[config.mk]
export PLATFORM = sky130hd
export DESIGN_NAME = pc_fetch_ctrl
export DESIGN_NICKNAME = d
export VERILOG_FILES = /design/src/rtl/pc_pkg.sv /design/src/rtl/pc_ras.sv /design/src/rtl/pc_fetch_ctrl.sv
export SDC_FILE = /design/constraint.sdc
export NUM_CORES = 1
export LEC_CHECK = 0
export CORE_UTILIZATION = 40
export DETAILED_ROUTE_END_ITERATION = 12
export HOLD_SLACK_MARGIN = 0.12
export PLACE_DENSITY = 0.87
export RECOVER_POWER = 100
export SLEW_MARGIN = 20
export SYNTH_ARGS = -nofsm -noshare
export SYNTH_HDL_FRONTEND = slang
export SYNTH_SLANG_ARGS = --single-unit
[constraint.sdc]
create_clock -name clk -period 2.01 [get_ports clk]
set_input_delay 0.201 -clock clk [delete_from_list [all_inputs] [get_ports clk]]
set_output_delay 0.201 -clock clk [all_outputs]
set_load 0.005 [all_outputs]
[src/rtl/pc_pkg.sv]
// Shared types and constants for the program-counter fetch controller.
package pc_pkg;

    localparam int unsigned LUT_IDX_W = 5;
    localparam int unsigned PC_W_DEF  = 12;

    typedef enum logic [1:0] {
        IDLE = 2'd0,
        RUN  = 2'd1,
        DONE = 2'd2
    } pc_state_e;

endpackage

[src/rtl/pc_ras.sv]
// Return-address stack: LIFO of DEPTH program-counter values.
// The caller never asserts push and pop together and never pushes when full
// or pops when empty; those cases are filtered upstream.
module pc_ras #(
    parameter int unsigned D     = 12,
    parameter int unsigned DEPTH = 4
) (
    input  logic         clk,
    input  logic         rst_n,
    input  logic         push,
    input  logic         pop,
    input  logic [D-1:0] push_data,
    output logic         full,
    output logic         empty,
    output logic [D-1:0] top
);

    localparam int unsigned CNT_W = $clog2(DEPTH + 1);
    localparam int unsigned IDX_W = (DEPTH > 1) ? $clog2(DEPTH) : 1;

    logic [D-1:0]     r_mem [DEPTH];
    logic [CNT_W-1:0] r_cnt;
    logic [IDX_W-1:0] w_wr_idx;
    logic [IDX_W-1:0] w_rd_idx;

    assign w_wr_idx = IDX_W'(r_cnt);
    assign w_rd_idx = IDX_W'(r_cnt - CNT_W'(1));

    assign full  = (r_cnt == CNT_W'(DEPTH));
    assign empty = (r_cnt == '0);
    assign top   = r_mem[w_rd_idx];

    // Stack storage and occupancy count.
    always_ff @(posedge clk or negedge rst_n) begin
        if (!rst_n) begin
            r_cnt <= '0;
            for (int i = 0; i < int'(DEPTH); i++) begin
                r_mem[i] <= '0;
            end
        end else if (push) begin
            r_mem[w_wr_idx] <= push_data;
            r_cnt           <= r_cnt + CNT_W'(1);
        end else if (pop) begin
            r_cnt <= r_cnt - CNT_W'(1);
        end
    end

endmodule

[src/rtl/pc_fetch_ctrl.sv]
// Program-counter fetch controller: IDLE/RUN/DONE sequencing, LUT branches,
// and an optional return-address stack compiled in with PC_RAS_EN.
module pc_fetch_ctrl
    import pc_pkg::*;
#(
    parameter int unsigned D         = PC_W_DEF,
    parameter int unsigned RAS_DEPTH = 4
) (
    input  logic                 clk,
    input  logic                 rst_n,
    input  logic                 start,
    input  logic [D-1:0]         start_addr,
    input  logic                 halt,
    input  logic                 branch_en,
    input  logic                 branch_taken,
    input  logic                 call_en,
    input  logic                 ret_en,
    input  logic [LUT_IDX_W-1:0] lut_idx,
    output logic [LUT_IDX_W-1:0] lut_addr,
    input  logic [D-1:0]         lut_target,
    output logic [D-1:0]         prog_ctr,
    output logic                 running,
    output logic                 done,
    output logic                 ras_err
);

    pc_state_e    r_state;
    pc_state_e    w_state_nxt;
    logic [D-1:0] r_prog_ctr;
    logic [D-1:0] w_pc_nxt;
    logic [D-1:0] w_pc_inc;
    logic         r_running;
    logic         r_done;

`ifdef PC_RAS_EN
    logic         r_ras_err;
    logic         w_err_nxt;
    logic         w_push;
    logic         w_pop;
    logic         w_full;
    logic         w_empty;
    logic [D-1:0] w_top;

    // Return-address stack; pushes the address after the call.
    pc_ras #(
        .D     (D),
        .DEPTH (RAS_DEPTH)
    ) u_ras (
        .clk       (clk),
        .rst_n     (rst_n),
        .push      (w_push),
        .pop       (w_pop),
        .push_data (w_pc_inc),
        .full      (w_full),
        .empty     (w_empty),
        .top       (w_top)
    );

    assign ras_err = r_ras_err;
`else
    logic w_unused_ras;

    assign w_unused_ras = ^{call_en, ret_en};
    assign ras_err      = 1'b0;
`endif

    assign lut_addr = lut_idx;
    assign w_pc_inc = r_prog_ctr + D'(1);
    assign prog_ctr = r_prog_ctr;
    assign running  = r_running;
    assign done     = r_done;

    // Next-state and next-PC selection: halt > ret > call > taken branch > increment.
    always_comb begin
        w_state_nxt = r_state;
        w_pc_nxt    = r_prog_ctr;
`ifdef PC_RAS_EN
        w_err_nxt   = r_ras_err;
        w_push      = 1'b0;
        w_pop       = 1'b0;
`endif
        case (r_state)
            IDLE, DONE: begin
                if (start) begin
                    w_state_nxt = RUN;
                    w_pc_nxt    = start_addr;
`ifdef PC_RAS_EN
                    w_err_nxt   = 1'b0;
`endif
                end
            end
            RUN: begin
                if (halt) begin
                    w_state_nxt = DONE;
                end
`ifdef PC_RAS_EN
                else if (ret_en) begin
                    if (w_empty) begin
                        w_pc_nxt  = w_pc_inc;
                        w_err_nxt = 1'b1;
                    end else begin
                        w_pc_nxt = w_top;
                        w_pop    = 1'b1;
                    end
                end else if (call_en) begin
                    w_pc_nxt = lut_target;
                    if (w_full) begin
                        w_err_nxt = 1'b1;
                    end else begin
                        w_push = 1'b1;
                    end
                end
`endif
                else if (branch_en && branch_taken && (lut_idx != '0)) begin
                    w_pc_nxt = lut_target;
                end else begin
                    w_pc_nxt = w_pc_inc;
                end
            end
            default: begin
                w_state_nxt = IDLE;
            end
        endcase
    end

    // State, program counter and status flag registers.
    always_ff @(posedge clk or negedge rst_n) begin
        if (!rst_n) begin
            r_state    <= IDLE;
            r_prog_ctr <= '0;
            r_running  <= 1'b0;
            r_done     <= 1'b0;
        end else begin
            r_state    <= w_state_nxt;
            r_prog_ctr <= w_pc_nxt;
            r_running  <= (w_state_nxt == RUN);
            r_done     <= (w_state_nxt == DONE);
        end
    end

`ifdef PC_RAS_EN
    // Sticky stack-error flag, cleared by reset or an accepted start.
    always_ff @(posedge clk or negedge rst_n) begin
        if (!rst_n) begin
            r_ras_err <= 1'b0;
        end else begin
            r_ras_err <= w_err_nxt;
        end
    end
`endif

endmodule
==> metrics.yaml <==
sta:
  timing.final.crit_share_pct: 92.97
  rsz0062_at_grt: "no"
  max_freq_mhz: 535.1
  finalSetupTns_ps: 0
  whs_ps: 403.1
  fin_ws_ps: 141.3
  tightest_slew_ps: 768.4
  setup_violations: 0
  slew_violations: 0
  slew_headroom_pct: 48.60
  period_minus_slack_ps: 1869
  finalHoldViolCount: 0
  fin_skew_ps: 1.252
final_layout:
  syn2layout_area_growth_pct: 51.80
  final_nets: 226
  layout-drive-gt1-share_pct: 7.487
  fillCellCount: 224
  num_antenna_cells: 0
  fin_util_pct: 63.57
critical_path:
  worstPathMaxFanout: 11
  crit_path_end_kind: "flip-flop"
  path_class: "primary input to flip-flop"
  required_ps: 2190
  cp.arrival_ps: 2050
  start_kind: "primary input"
synthesis:
  muxShareOfSynthArea_pct: 6.120
  syn-num-nets: 170
  synth_compound_area_share_pct: 24.92
  synth_xor_xnor_area_share_pct: 3.060
  synthCells: 132
  syn_area_sq_mm: 0.001145
  synth.top_cell.area_share_pct: 34.97
  syn_area_per_cell_sq_um: 8.673
  synth_top_family_by_area: "compound AO/OA/AOI/OAI gates"
  synth_top_area_cell: "dfrtp_1"
  synthTopCellsByArea: "dfrtp_1, mux2i_1, nor3_1"
  synth_edf_count: 0
  ys_top_cells_by_count: "dfrtp_1, nor2_1, nor3_1, nand2_1"
  synth_simple_gate_area_share_pct: 21.42
  async_flop_share_pct: 100.0
  synth_adder_area_share_pct: 1.093
  ys_ff_latch: 16
  yosysMostFrequentCell: "dfrtp_1"
  ys_types: 44
  ys_seq_area_share_pct: 34.97
  yosysWarnings: 0
  synth-main-ff-cell: "dfrtp_1"
placement:
  hpwl_um: 2793
  gp_congestion: 0.8417
  io_buffers: 53
  pre_cts_ws_ps: -174.7
global_routing:
  grt_max_degree: 17
  overflow: 0
  grt_pass1_wl_um: 5878
  grt_use_total_pct: 24.55
  grt_pass1_vias: 1208
  antenna_found_initial: 0
detailed_routing:
  viasPerCell: 5.982
  antenna_left: 0
  wl_per_cell_um: 16.65
  initialDrtViolationCount: 56
  remaining_drc_errors: 0
  finalWirelength_um: 3630
  vias: 1304
  dr.pass1.iters: 5
floorplanning:
  core_area_sq_mm: 0.002734
  die_x_um: 55.50
  pin_count: 57
  start_util_pct: 41.88
  dieHeight_um: 55.50
  dieArea_sq_mm: 0.003080
  row_count: 19
cts:
  postCtsSetupBuffers: 0
  cts_buffers: 3
  tritoncts: "built"
  clk_pin_slew_worst_paths_ps: 100
  cts_buffer_depth: 2
  ctsRootBufferMaster: "clkbuf_4"
  h-tree-depth: 1
  post_cts_resize_count: 0
  cts-hold-fix-buffers: 0
  clock-sinks: 16
  clock_latency_ps: 300
power:
  ir_drop_uv: 738.8
  pwr_density_cell_mw_per_mm2: 973.6
  leakage_nw: 0.7244
run:
  drv_cap: 0
status:
  outcome: "finished, final reports clean"
worst_hold_path:
  worstHoldPathType: "primary input to async pin"
==> logic make-up (layout without fill, tap and decap cells) <==
logic type / after synthesis / count (layout)
simple gates: 46 / 46
compound gates: 39 / 39
buf+inv: 18 / 73
flops: 16 / 16
mux: 7 / 7
xor+xnor: 4 / 4
fa+ha+maj: 1 / 1
other cells: 1 / 1
==> layout make-up <==
type | instances | area (sq um) | share of cell area, %
Clock buffer | 4 | 36.28 | 2.088
Multi-Input combinational cell | 98 | 651.9 | 37.51
Tap cell | 31 | 38.79 | 2.232
Timing Repair Buffer | 62 | 584.3 | 33.62
Sequential cell | 16 | 400.4 | 23.04
Inverter | 7 | 26.28 | 1.512
==> power breakdown <==
group / total (W) / switching (W) / internal, W
Clock: 0.000226 / 0.000115 / 0.000111
Sequential: 0.000623 / 0.000179 / 0.000444
Combinational: 0.000843 / 0.000380 / 0.000463
Total: 0.00169 / 0.000674 / 0.00102
==> cell usage in the layout (no fill, tap or decap), types with 7 or more instances in the layout <==
| master | instances |
|---|---|
| nor2_1 | 9 |
| nand2_1 | 8 |
| nor3_1 | 9 |
| dfrtp_1 | 16 |
| dlygate4sd3_1 | 20 |
| inv_1 | 7 |
| mux2i_1 | 7 |
| clkdlybuf4s50_1 | 33 |
| nand3_1 | 7 |
==> worst paths after layout <==
| path | startpoint | slack [ps] | cells after the start | to |
|---|---|---|---|---|
| worst max register to register | prog_ctr[0] | 310 | 5 | prog_ctr[8] |
| max in group asynchronous | rst_n | 1130 | 1 | prog_ctr[11] |
| min in group clk | lut_target[10] | 500 | 3 | prog_ctr[10] |
| worst min register to register | prog_ctr[6] | 610 | 2 | prog_ctr[6] |
| worst max-delay path | lut_idx[0] | 140 | 6 | prog_ctr[7] |
| worst min-delay path | rst_n | 400 | 1 | done |
==> flip-flops by register name, indices dropped and copies added (netlist names) <==
| signal | flops |
|---|---|
| r_state | 2 |
| prog_ctr | 12 |
| done | 1 |
| running | 1 |
==> critical path, cell delays in order <==
cell and delay (ps):
clkdlybuf4s50_1 410, or4_4 540, o211a_1 230, clkbuf_2 230, nor4b_1 330, a211oi_1 90
==> stage by stage <==
| step | area, sq um | power [W] | cells |
|---|---|---|---|
| 6_report | 1738 | 0.001692 | 218 |
| 5_1_grt | 1738 | 0.001811 | 218 |
| 4_1_cts | 1752 | 0.001752 | 218 |
| 3_5_place_dp | 1715 | 0.001517 | 214 |
| 3_3_place_gp | 1715 | 0.001467 | 214 |
| 2_1_floorplan | 1145 | 0.001046 | 132 |
==> layer usage <==
| layer | wire [um] | part of all wire, % | track usage [%] |
|---|---|---|---|
| met1 | 1447 | 40 | 29.76 |
| met2 | 1857 | 51 | 41.82 |
| met3 | 244 | 6.7 | 3.279 |
| met4 | 80 | 2.2 | 13.57 |
| met5 | 0 | 0 | 0 |
Power figures use the tool's default switching activity.
